`src/rtl/operand_fetch_stage.sv`:
```
// ID/EX boundary: resolves RAW hazards by forwarding from EX/MEM/WB, inserts a
// one-cycle bubble on load-use, and registers the resolved operands for EX.
module operand_fetch_stage #(
  parameter int unsigned W     = 32,
  parameter int unsigned AW    = 5,
  parameter int unsigned CNT_W = 16
) (
  input  logic             clk,
  input  logic             reset,
  input  logic [W-1:0]     PA,
  input  logic [W-1:0]     PB,
  input  logic [W-1:0]     PD,
  input  logic [AW-1:0]    RA,
  input  logic [AW-1:0]    RB,
  input  logic [AW-1:0]    RD,
  input  logic             valid_in,
  input  logic             use_a,
  input  logic             use_b,
  input  logic             use_d,
  input  logic             we_in,
  input  logic             load_in,
  input  logic             flush,
  input  logic             ex_hold,
  input  logic [AW-1:0]    ex_rd,
  input  logic [AW-1:0]    mem_rd,
  input  logic [AW-1:0]    wb_rd,
  input  logic             ex_we,
  input  logic             mem_we,
  input  logic             wb_we,
  input  logic             ex_load,
  input  logic [W-1:0]     ex_res,
  input  logic [W-1:0]     mem_res,
  input  logic [W-1:0]     wb_res,
  output logic [W-1:0]     op_a,
  output logic [W-1:0]     op_b,
  output logic [W-1:0]     op_d,
  output logic [AW-1:0]    rd_out,
  output logic             we_out,
  output logic             load_out,
  output logic             valid_out,
  output logic             stall,
  output logic [CNT_W-1:0] stall_cnt
);

  logic [AW-1:0]    src_addr [3];
  logic [W-1:0]     src_data [3];
  logic [W-1:0]     res      [3];
  logic [2:0]       src_use;
  logic [2:0]       src_hit;
  logic             lu;

  logic [W-1:0]     op_a_q, op_b_q, op_d_q;
  logic [AW-1:0]    rd_q;
  logic             we_q, load_q, valid_q;
  logic [CNT_W-1:0] cnt_q;

  assign src_addr[0] = RA;
  assign src_addr[1] = RB;
  assign src_addr[2] = RD;
  assign src_data[0] = PA;
  assign src_data[1] = PB;
  assign src_data[2] = PD;
  assign src_use     = {use_d, use_b, use_a};

  // A loading EX instruction has no result yet, so it never forwards.
  always_comb begin
    src_hit = '0;
    for (int unsigned i = 0; i < 3; i++) begin
      res[i] = src_data[i];
      if (src_addr[i] == '0) begin
        res[i] = '0;
      end else if (ex_we && ex_rd == src_addr[i] && !ex_load) begin
        res[i] = ex_res;
      end else if (mem_we && mem_rd == src_addr[i]) begin
        res[i] = mem_res;
      end else if (wb_we && wb_rd == src_addr[i]) begin
        res[i] = wb_res;
      end
      src_hit[i] = src_use[i] && (src_addr[i] == ex_rd);
    end
  end

  assign lu    = valid_in && ex_load && ex_we && (ex_rd != '0) && (|src_hit);
  assign stall = (lu || ex_hold) && !flush;

  always_ff @(posedge clk) begin
    if (reset) begin
      op_a_q  <= '0;
      op_b_q  <= '0;
      op_d_q  <= '0;
      rd_q    <= '0;
      we_q    <= 1'b0;
      load_q  <= 1'b0;
      valid_q <= 1'b0;
      cnt_q   <= '0;
    end else if (flush) begin
      op_a_q  <= '0;
      op_b_q  <= '0;
      op_d_q  <= '0;
      rd_q    <= '0;
      we_q    <= 1'b0;
      load_q  <= 1'b0;
      valid_q <= 1'b0;
    end else if (ex_hold) begin
      op_a_q  <= op_a_q;
    end else if (lu) begin
      // Bubble; rd_out keeps its value since the slot is invalid anyway.
      op_a_q  <= '0;
      op_b_q  <= '0;
      op_d_q  <= '0;
      we_q    <= 1'b0;
      load_q  <= 1'b0;
      valid_q <= 1'b0;
      if (cnt_q != '1) cnt_q <= cnt_q + 1'b1;
    end else begin
      op_a_q  <= res[0];
      op_b_q  <= res[1];
      op_d_q  <= res[2];
      rd_q    <= RD;
      we_q    <= we_in && valid_in;
      load_q  <= load_in && valid_in;
      valid_q <= valid_in;
    end
  end

  assign op_a      = op_a_q;
  assign op_b      = op_b_q;
  assign op_d      = op_d_q;
  assign rd_out    = rd_q;
  assign we_out    = we_q;
  assign load_out  = load_q;
  assign valid_out = valid_q;
  assign stall_cnt = cnt_q;

endmodule

```
`config.mk`:
```
export PLATFORM = sky130hd
export DESIGN_NAME = operand_fetch_stage
export DESIGN_NICKNAME = d
export VERILOG_FILES = /design/src/rtl/operand_fetch_stage.sv
export SDC_FILE = /design/constraint.sdc
export NUM_CORES = 1
export LEC_CHECK = 0
export BUFFER_PORTS_ARGS = -buffer_cell sky130_fd_sc_hd__buf_2
export CORE_AREA = 2 2 139 141
export DETAILED_ROUTE_END_ITERATION = 7
export DIE_AREA = 0 0 141 143
export PLACE_DENSITY = 0.73
export REMOVE_ABC_BUFFERS = 1
export SLEW_MARGIN = 20
export SYNTH_ARGS = -nofsm -noshare
export SYNTH_HDL_FRONTEND = slang
export SYNTH_SLANG_ARGS = --single-unit
```
`constraint.sdc`:
```
create_clock -name clk -period 2.52 [get_ports clk]
set_input_delay 0.126 -clock clk [delete_from_list [all_inputs] [get_ports clk]]
set_output_delay 0.126 -clock clk [all_outputs]
set_load 0.03 [all_outputs]
```
==> results of run 1 <==
cells in the final DEF, fill, tap and decap left out, drive strengths merged, types with 3 or more instances in the layout:
| cell | synthesis | routed |
|---|---|---|
| xnor2 | 35 | 35 |
| a221oi | 96 | 96 |
| a2bb2oi | 96 | 96 |
| clkinv | 0 | 9 |
| inv | 4 | 5 |
| nor3 | 11 | 11 |
| and2 | 35 | 35 |
| dfxtp | 120 | 120 |
| o311ai | 3 | 3 |
| bufinv | 0 | 3 |
| nand3 | 15 | 15 |
| clkbuf | 64 | 18 |
| or2 | 4 | 4 |
| o211ai | 3 | 3 |
| nor2 | 14 | 14 |
| dlygate4sd3 | 0 | 21 |
| nand2 | 127 | 127 |
| o21ai | 205 | 205 |
| mux2i | 6 | 6 |
| o31ai | 5 | 5 |
| buf | 25 | 389 |
| or4 | 8 | 8 |
| xor2 | 11 | 11 |
| or3 | 11 | 11 |
| and3 | 3 | 3 |
| nand4 | 4 | 4 |
| a21oi | 14 | 14 |
worst paths after layout:
path | start | endpoint | slack, ns | cells past startpoint
worst max-delay path | RD[0] | op_a[12]$_SDFFE_PP0N_ | 0.05 | 8
worst min-delay path | RD[2] | rd_out[2]$_SDFFE_PP0P_ | 0.01 | 3
worst max register to register | stall_cnt[0]$_SDFFE_PP0P_ | stall_cnt[11]$_SDFFE_PP0P_ | 0.24 | 7
worst min register to register | op_a[13]$_SDFFE_PP0N_ | op_a[13]$_SDFFE_PP0N_ | 0.44 | 2
state kept, by name (all words and copies together), names as in the netlist:
name	flops
rd_out	5
we_out	1
op_d	32
valid_out	1
op_b	32
stall_cnt	16
op_a	32
load_out	1
cell type report:
class / count / share of cell area
tap: 234 / 0.0274
antenna: 1 / 0.000234
clock inverter: 14 / 0.0163
inverter: 4 / 0.00141
multi-input combinational: 716 / 0.472
clock buffer: 18 / 0.0411
sequential: 120 / 0.225
timing repair buffer: 410 / 0.217
power by group:
part / total [mW] / switching [mW] / internal [mW]
clock network: 2.58 / 0.992 / 1.59
registers: 1.99 / 0.0336 / 1.96
logic: 1.17 / 0.660 / 0.510
worst register-to-register path: stages, from the launching register on:
cell	delay, ns
dfxtp_1	0.34
ha_1	0.25
and3_1	0.20
and2_1	0.21
a211oi_4	0.34
o311ai_2	0.27
or4_1	0.45
a21oi_1	0.15
per-stage QoR:
stage	util	area [µm²]	std cells	power, mW
2_1_floorplan	-	7370	840	2.64
3_3_place_gp	0.530	9840	1463	3.14
3_5_place_dp	0.530	9840	1463	3.16
4_1_cts	0.573	10700	1515	5.73
5_1_grt	0.574	10700	1517	5.91
6_report	0.574	10700	1517	5.74
what timing repair did:
action | in CTS | in global routing
hold buffers | 20 | 1
setup endpoints to repair | 0 | 4
gates resized for setup | 0 | 3
endpoints found under the hold margin | 18 | 1
setup buffers | 0 | 0
metal layers:
layer / GRT usage / wire length, µm / up-vias / share of wire
met5: 0 / 16 / - / 0.00045
met4: 0.162 / 1740 / 2 / 0.049
met3: 0.0973 / 3950 / 160 / 0.11
met2: 0.538 / 16100 / 759 / 0.45
met1: 0.416 / 13600 / 4382 / 0.38
li1: - / - / 4248 / -
cell families (layout without fill, tap and decap cells):
| kind of cell | count (synthesis) | in the layout |
|---|---|---|
| xor gates and xnor gates | 46 | 46 |
| DFF | 120 | 120 |
| other | 0 | 1 |
| adders and majority gates | 1 | 1 |
| buffers and inverters | 93 | 446 |
| and+or+nand+nor | 238 | 238 |
| AOI/OAI and AO/OA | 425 | 425 |
| muxes | 6 | 6 |
==> summary.json, run 1 <==
{
  "max-vdd-ir-drop_mv": 0.471,
  "yosysWarnings": 0,
  "synth.top_cells.by_count": "nand2_1, dfxtp_1, o21ai_0",
  "cells_along_the_critical_path": "dlygate4sd3_1 -> buf_2 -> xor2_1 -> nor4_4 -> and3_4 -> nor3_4 -> o211ai_4 -> o21ai_1",
  "simple_logic_cell_fraction_of_the_synthesized_area": 0.147,
  "largest_net_degree_at_the_start_of_global_routing": 99,
  "setup_viol_count_final": 0,
  "cp_data_required_time_ns": 2.78,
  "grt_setup_unrepaired": "true",
  "cts_root_buf": "clkbuf_16",
  "grt_util_all_layers": 0.336,
  "top_count_cell_post_synth": "nand2_1",
  "finClkSkew_ns": 0.00966,
  "fin_crit_ns": 2.47,
  "multi_input_area_um2": 5030,
  "antenna_violations_before_repair": 2,
  "max-clock-path-buffers": 2,
  "p_leak_nw": 4.54,
  "compound_gate_fraction_of_synth_area": 0.426,
  "finish.net_count": 1506,
  "die_width_um": 141,
  "port_buffer_count": 356,
  "tritoncts_num_sinks": 120,
  "detailedPlacementHpwl_mm": 24.0,
  "wire_length_of_the_first_global_routing_pass_mm": 51.9,
  "detail_route.wl_per_cell_um": 23.3,
  "kind_of_cell_adding_the_most_delay_to_the_critical_path": "compound AO/OA/AOI/OAI gates",
  "drt_drc_violations_left": 0,
  "synth_cells": 929,
  "fmaxAchievable_mhz": 405,
  "core_um2": 18600,
  "routed_wirelength_mm": 35.4,
  "worst_hold_path_type": "in -> reg",
  "path_buf_inv": 2,
  "netlist-cell-type-count": 46,
  "async_flop_share": 0,
  "power_per_cell_area_nw_per_um2": 538,
  "cts-htree-levels": 4,
  "chipHeight_um": 143,
  "ios": 357,
  "globalRouteOverflowTotal": 0,
  "tns_ns": 0,
  "slew_headroom": 0.175,
  "synth-main-ff-cell": "dfxtp_1",
  "clk-insertion-delay-late_ns": 0.43,
  "synthAdderAreaFrac": 0.00160,
  "hold_viol_final": 0,
  "cts_tree": "built",
  "synth_sequential_area_ratio": 0.307,
  "drive_above_1_share": 0.395,
  "netlist.top_cell.by_area": "dfxtp_1",
  "first_global_vias": 9226,
  "cp-end-kind": "register",
  "fillerInstances": 1698,
  "place_worst_setup_slack_ns": -0.00967,
  "timing.hold.ws_ns": 0.0131,
  "syn_area_um2": 7820,
  "synth.ff_latch_count": 120,
  "synthDominantCellAreaShare": 0.307,
  "critPathLaunchType": "primary input",
  "path_class": "in -> reg",
  "mux_share_of_post_synthesis_cell_area": 0.00768,
  "cp_slowest_cell": "o211ai_4",
  "max_stage_delay_ns": 0.96,
  "syn_to_final_growth_pct": 36.5,
  "ant_nets": 0,
  "outcome": "finished, final reports clean",
  "max_cap_violations": 0,
  "worst_ep_arrival_time_ns": 2.73,
  "timing.final.max_slew_violations": 0,
  "cts_buffers": 17,
  "drt_first_iter_violations": 1021,
  "rows": 50,
  "synth_enable_flop_cells": 0,
  "place_congestion": 0.894,
  "synth_top_family_by_area": "compound AO/OA/AOI/OAI gates",
  "clk_pin_slew_worst_paths_ns": 0.06,
  "area.sequential_um2": 2400,
  "post_layout_worst_setup_margin_ns": 0.0511,
  "top_area_cells_in_the_synthesized_netlist": "dfxtp_1, a2bb2oi_1, o21ai_0",
  "drt-pass1-iter-count": 5,
  "fin_crit_sh": 0.980,
  "synth_xor_xnor_area_share": 0.0515,
  "timing.critical_path.fanout_max": 32,
  "floorplan.initialDensity": 0.421,
  "routed_via_density": 6.30,
  "die_area_um2": 20200,
  "worst_pin_slew_ns": 1.23,
  "syn-mean-instance-area_um2": 8.42,
  "num_vias": 9551
}
Power figures use the tool's default switching activity.
==> run 2: changes to the inputs <==
--- a/config.mk
+++ b/config.mk
@@ -6,10 +6,10 @@
 export NUM_CORES = 1
 export LEC_CHECK = 0
 export BUFFER_PORTS_ARGS = -buffer_cell sky130_fd_sc_hd__buf_2
-export CORE_AREA = 2 2 139 141
+export CORE_UTILIZATION = 35
 export DETAILED_ROUTE_END_ITERATION = 7
-export DIE_AREA = 0 0 141 143
-export PLACE_DENSITY = 0.73
+export HOLD_SLACK_MARGIN = 0.08
+export PLACE_DENSITY = 0.63
 export REMOVE_ABC_BUFFERS = 1
 export SLEW_MARGIN = 20
 export SYNTH_ARGS = -nofsm -noshare
==> run 2 against run 1 <==
Net effect: clock skew barely moved; power is 1.8% higher; global-route usage is 3.1 points lower; worst setup slack gained 0.041 ns; fmax rose by 1.7%; worst hold slack improved by 0.095 ns; non-clock buffer count up 24; critical endpoint is now valid_out$_SDFFE_PP0N_; largest cell class unchanged; highest routed layer is now met4.
==> summary.json, run 2 (same netlist as run 1, synthesis figures left out) <==
{
  "fmaxAchievable": {"value": 412, "unit": "MHz", "change": "was 405 MHz"},
  "critPathLaunchType": {"value": "primary input", "change": "unchanged"},
  "slew_headroom": {"value": 0.421, "change": "was 0.175"},
  "finClkSkew": {"value": 0.00958, "unit": "ns", "change": "was 0.00966 ns"},
  "max_cap_violations": {"value": 0, "change": "unchanged"},
  "detail_route.wl_per_cell": {"value": 22.8, "unit": "µm", "change": "was 23.3 µm"},
  "cts_buffers": {"value": 17, "change": "unchanged"},
  "timing.critical_path.fanout_max": {"value": 8, "change": "was 32"},
  "worst_ep_arrival_time": {"value": 2.74, "unit": "ns", "change": "was 2.73 ns"},
  "max-vdd-ir-drop": {"value": 0.342, "unit": "mV", "change": "was 0.471 mV"},
  "rows": {"value": 54, "change": "was 50"},
  "die_area": {"value": 22900, "unit": "µm²", "change": "was 20200 µm²"},
  "first_global_vias": {"value": 8938, "change": "was 9226"},
  "cts-htree-levels": {"value": 4, "change": "unchanged"},
  "mostFrequentLayoutCells": {"value": "buf_2, nand2_1, dfxtp_1", "change": "unchanged"},
  "drt_drc_violations_left": {"value": 0, "change": "unchanged"},
  "design_area": {"value": 11000, "unit": "µm²", "change": "was 10700 µm²"},
  "core": {"value": 21900, "unit": "µm²", "change": "was 18600 µm²"},
  "cells_along_the_critical_path": {"value": "dlygate4sd3_1 -> buf_2 -> xor2_1 -> nor4_4 -> and3_4 -> nor3_4 -> o21bai_1 -> buf_4 -> o21ai_0 -> dlygate4sd3_1", "change": "was dlygate4sd3_1 -> buf_2 -> xor2_1 -> nor4_4 -> and3_4 -> nor3_4 -> o211ai_4 -> o21ai_1"},
  "ant_nets": {"value": 0, "change": "unchanged"},
  "finalPower": {"value": 5.85, "unit": "mW", "change": "was 5.74 mW"},
  "path_class": {"value": "in -> reg", "change": "unchanged"},
  "kind_of_cell_adding_the_most_delay_to_the_critical_path": {"value": "buffers and inverters", "change": "was compound AO/OA/AOI/OAI gates"},
  "cp_slowest_cell": {"value": "dlygate4sd3_1", "change": "was o211ai_4"},
  "globalRouteOverflowTotal": {"value": 0, "change": "unchanged"},
  "fin_crit": {"value": 2.43, "unit": "ns", "change": "was 2.47 ns"},
  "layout_commonest_cell": {"value": "buf_2", "change": "unchanged"},
  "wire_length_of_the_first_global_routing_pass": {"value": 51.9, "unit": "mm", "change": "about the same"},
  "finish.net_count": {"value": 1530, "change": "was 1506"},
  "place_congestion": {"value": 0.875, "change": "was 0.894"},
  "reg2reg_slack": {"value": 0.19, "unit": "ns", "change": "was 0.24 ns"},
  "path_buf_inv": {"value": 4, "change": "was 2"},
  "drt_first_iter_violations": {"value": 685, "change": "was 1021"},
  "antenna_violations_before_repair": {"value": 3, "change": "was 2"},
  "cts_root_buf": {"value": "clkbuf_16", "change": "unchanged"},
  "drt-pass1-iter-count": {"value": 5, "change": "unchanged"},
  "setup_viol_count_final": {"value": 0, "change": "unchanged"},
  "drive_above_1_share": {"value": 0.389, "change": "was 0.395"},
  "largest_net_degree_at_the_start_of_global_routing": {"value": 39, "change": "was 99"},
  "worst_pin_slew": {"value": 0.869, "unit": "ns", "change": "was 1.23 ns"},
  "hold_viol_final": {"value": 0, "change": "unchanged"},
  "num_vias": {"value": 9508, "change": "was 9551"},
  "cts_tree": {"value": "built", "change": "unchanged"},
  "ios": {"value": 357, "change": "unchanged"},
  "max-clock-path-buffers": {"value": 2, "change": "unchanged"},
  "routed_via_density": {"value": 5.98, "change": "was 6.30"},
  "routed_wirelength": {"value": 36.2, "unit": "mm", "change": "was 35.4 mm"},
  "holdCritStartpoint": {"value": "PA[18]", "change": "was RD[2]"},
  "grt_setup_unrepaired": {"value": "false", "change": "was true"},
  "power_per_cell_area": {"value": 532, "unit": "nW/µm²", "change": "was 538 nW/µm²"},
  "timing.final.max_slew_violations": {"value": 0, "change": "unchanged"},
  "p_leak": {"value": 4.64, "unit": "nW", "change": "was 4.54 nW"},
  "clk-insertion-delay-late": {"value": 0.43, "unit": "ns", "change": "about the same"},
  "tritoncts_num_sinks": {"value": 120, "change": "unchanged"},
  "detailedPlacementHpwl": {"value": 24.9, "unit": "mm", "change": "was 24.0 mm"},
  "regToRegStartpoint": {"value": "stall_cnt[0]$_SDFFE_PP0P_", "change": "unchanged"},
  "setup.worst_path.start": {"value": "RD[0]", "change": "unchanged"},
  "die_width": {"value": 151, "unit": "µm", "change": "was 141 µm"},
  "cp-end-kind": {"value": "register", "change": "unchanged"},
  "fin_crit_sh": {"value": 0.964, "change": "was 0.980"},
  "chipHeight": {"value": 151, "unit": "µm", "change": "was 143 µm"},
  "crit_path_frequent_cell": "dlygate4sd3_1",
  "worst_hold_path_type": {"value": "in -> reg", "change": "unchanged"},
  "cp_data_required_time": {"value": 2.83, "unit": "ns", "change": "was 2.78 ns"},
  "clk_pin_slew_worst_paths": {"value": 0.06, "unit": "ns", "change": "about the same"},
  "outcome": {"value": "finished, final reports clean", "change": "unchanged"},
  "grt_util_all_layers": {"value": 0.305, "change": "was 0.336"},
  "max_stage_delay": {"value": 0.55, "unit": "ns", "change": "was 0.96 ns"},
  "placed_cell_area": {"value": 9890, "unit": "µm²", "change": "was 9840 µm²"},
  "syn_to_final_growth": {"value": 40.6, "unit": "%", "change": "was 36.5%"},
  "port_buffer_count": {"value": 356, "change": "unchanged"},
  "floorplan.initialDensity": {"value": 0.357, "change": "was 0.421"}
}
-- run 2: per-stage QoR --
| step | worst slack [ns] | utilization | TNS, ns | std cells | hold slack [ns] |
|---|---|---|---|---|---|
| after global placement | 0.301 | 0.452 | 0 | 1508 | 0.407 |
| after CTS | 0.0266 | 0.501 | 0 | 1583 | 0.0869 |
| after global routing | 0.0251 | 0.502 | 0 | 1588 | 0.126 |
| after floorplan | -1.84 | - | -70.81 | 840 | 0.195 |
| final | 0.0919 | 0.502 | 0 | 1591 | 0.109 |
| after detailed placement | 0.263 | 0.452 | 0 | 1508 | 0.423 |
-- run 2: worst paths after layout --
| check | cells past startpoint | endpoint |
|---|---|---|
| setup / recovery | 10 | valid_out$_SDFFE_PP0N_ |
| setup reg to reg | 7 | stall_cnt[12]$_SDFFE_PP0P_ |
| hold / removal | 4 | op_a[18]$_SDFFE_PP0N_ |
| hold reg to reg | 2 | op_a[4]$_SDFFE_PP0N_ |
-- run 2: layout make-up --
type / count / area [µm²]
fill: 2167 / 10900
multi-input combinational: 716 / 5030
timing repair buffer: 434 / 2550
sequential: 120 / 2400
clock buffer: 17 / 425
tap: 280 / 350
clock inverter: 14 / 201
inverter: 4 / 15.0
antenna: 6 / 15.0
-- run 2: routing by layer --
layer  GRT usage  up-vias  part of all wire
li1            -     4279                 -
met1       0.381     4491              0.40
met2       0.483      625              0.46
met3      0.0749      113             0.099
met4       0.159        0             0.042
met5           0        -                 0
-- run 2: what timing repair did --
item,in CTS,in global routing
hold endpoints to repair,105,0
setup endpoints to repair,0,2
setup buffers,0,2
hold buffers,44,0
resized for setup,0,1
-- run 2: worst register-to-register path, delay by kind of cell, from the launching register on --
family | cells | cell delay (ns)
and+or+nand+nor | 3 | 0.89
AOI/OAI and AO/OA | 3 | 0.76
DFF | 1 | 0.34
adders and majority gates | 1 | 0.26
-- run 2: power breakdown --
| group | switching, mW | total [mW] | internal [mW] |
|---|---|---|---|
| Sequential | 0.0339 | 1.99 | 1.96 |
| Combinational | 0.660 | 1.19 | 0.534 |
| Clock | 0.999 | 2.66 | 1.66 |
| Total | 1.69 | 5.85 | 4.15 |
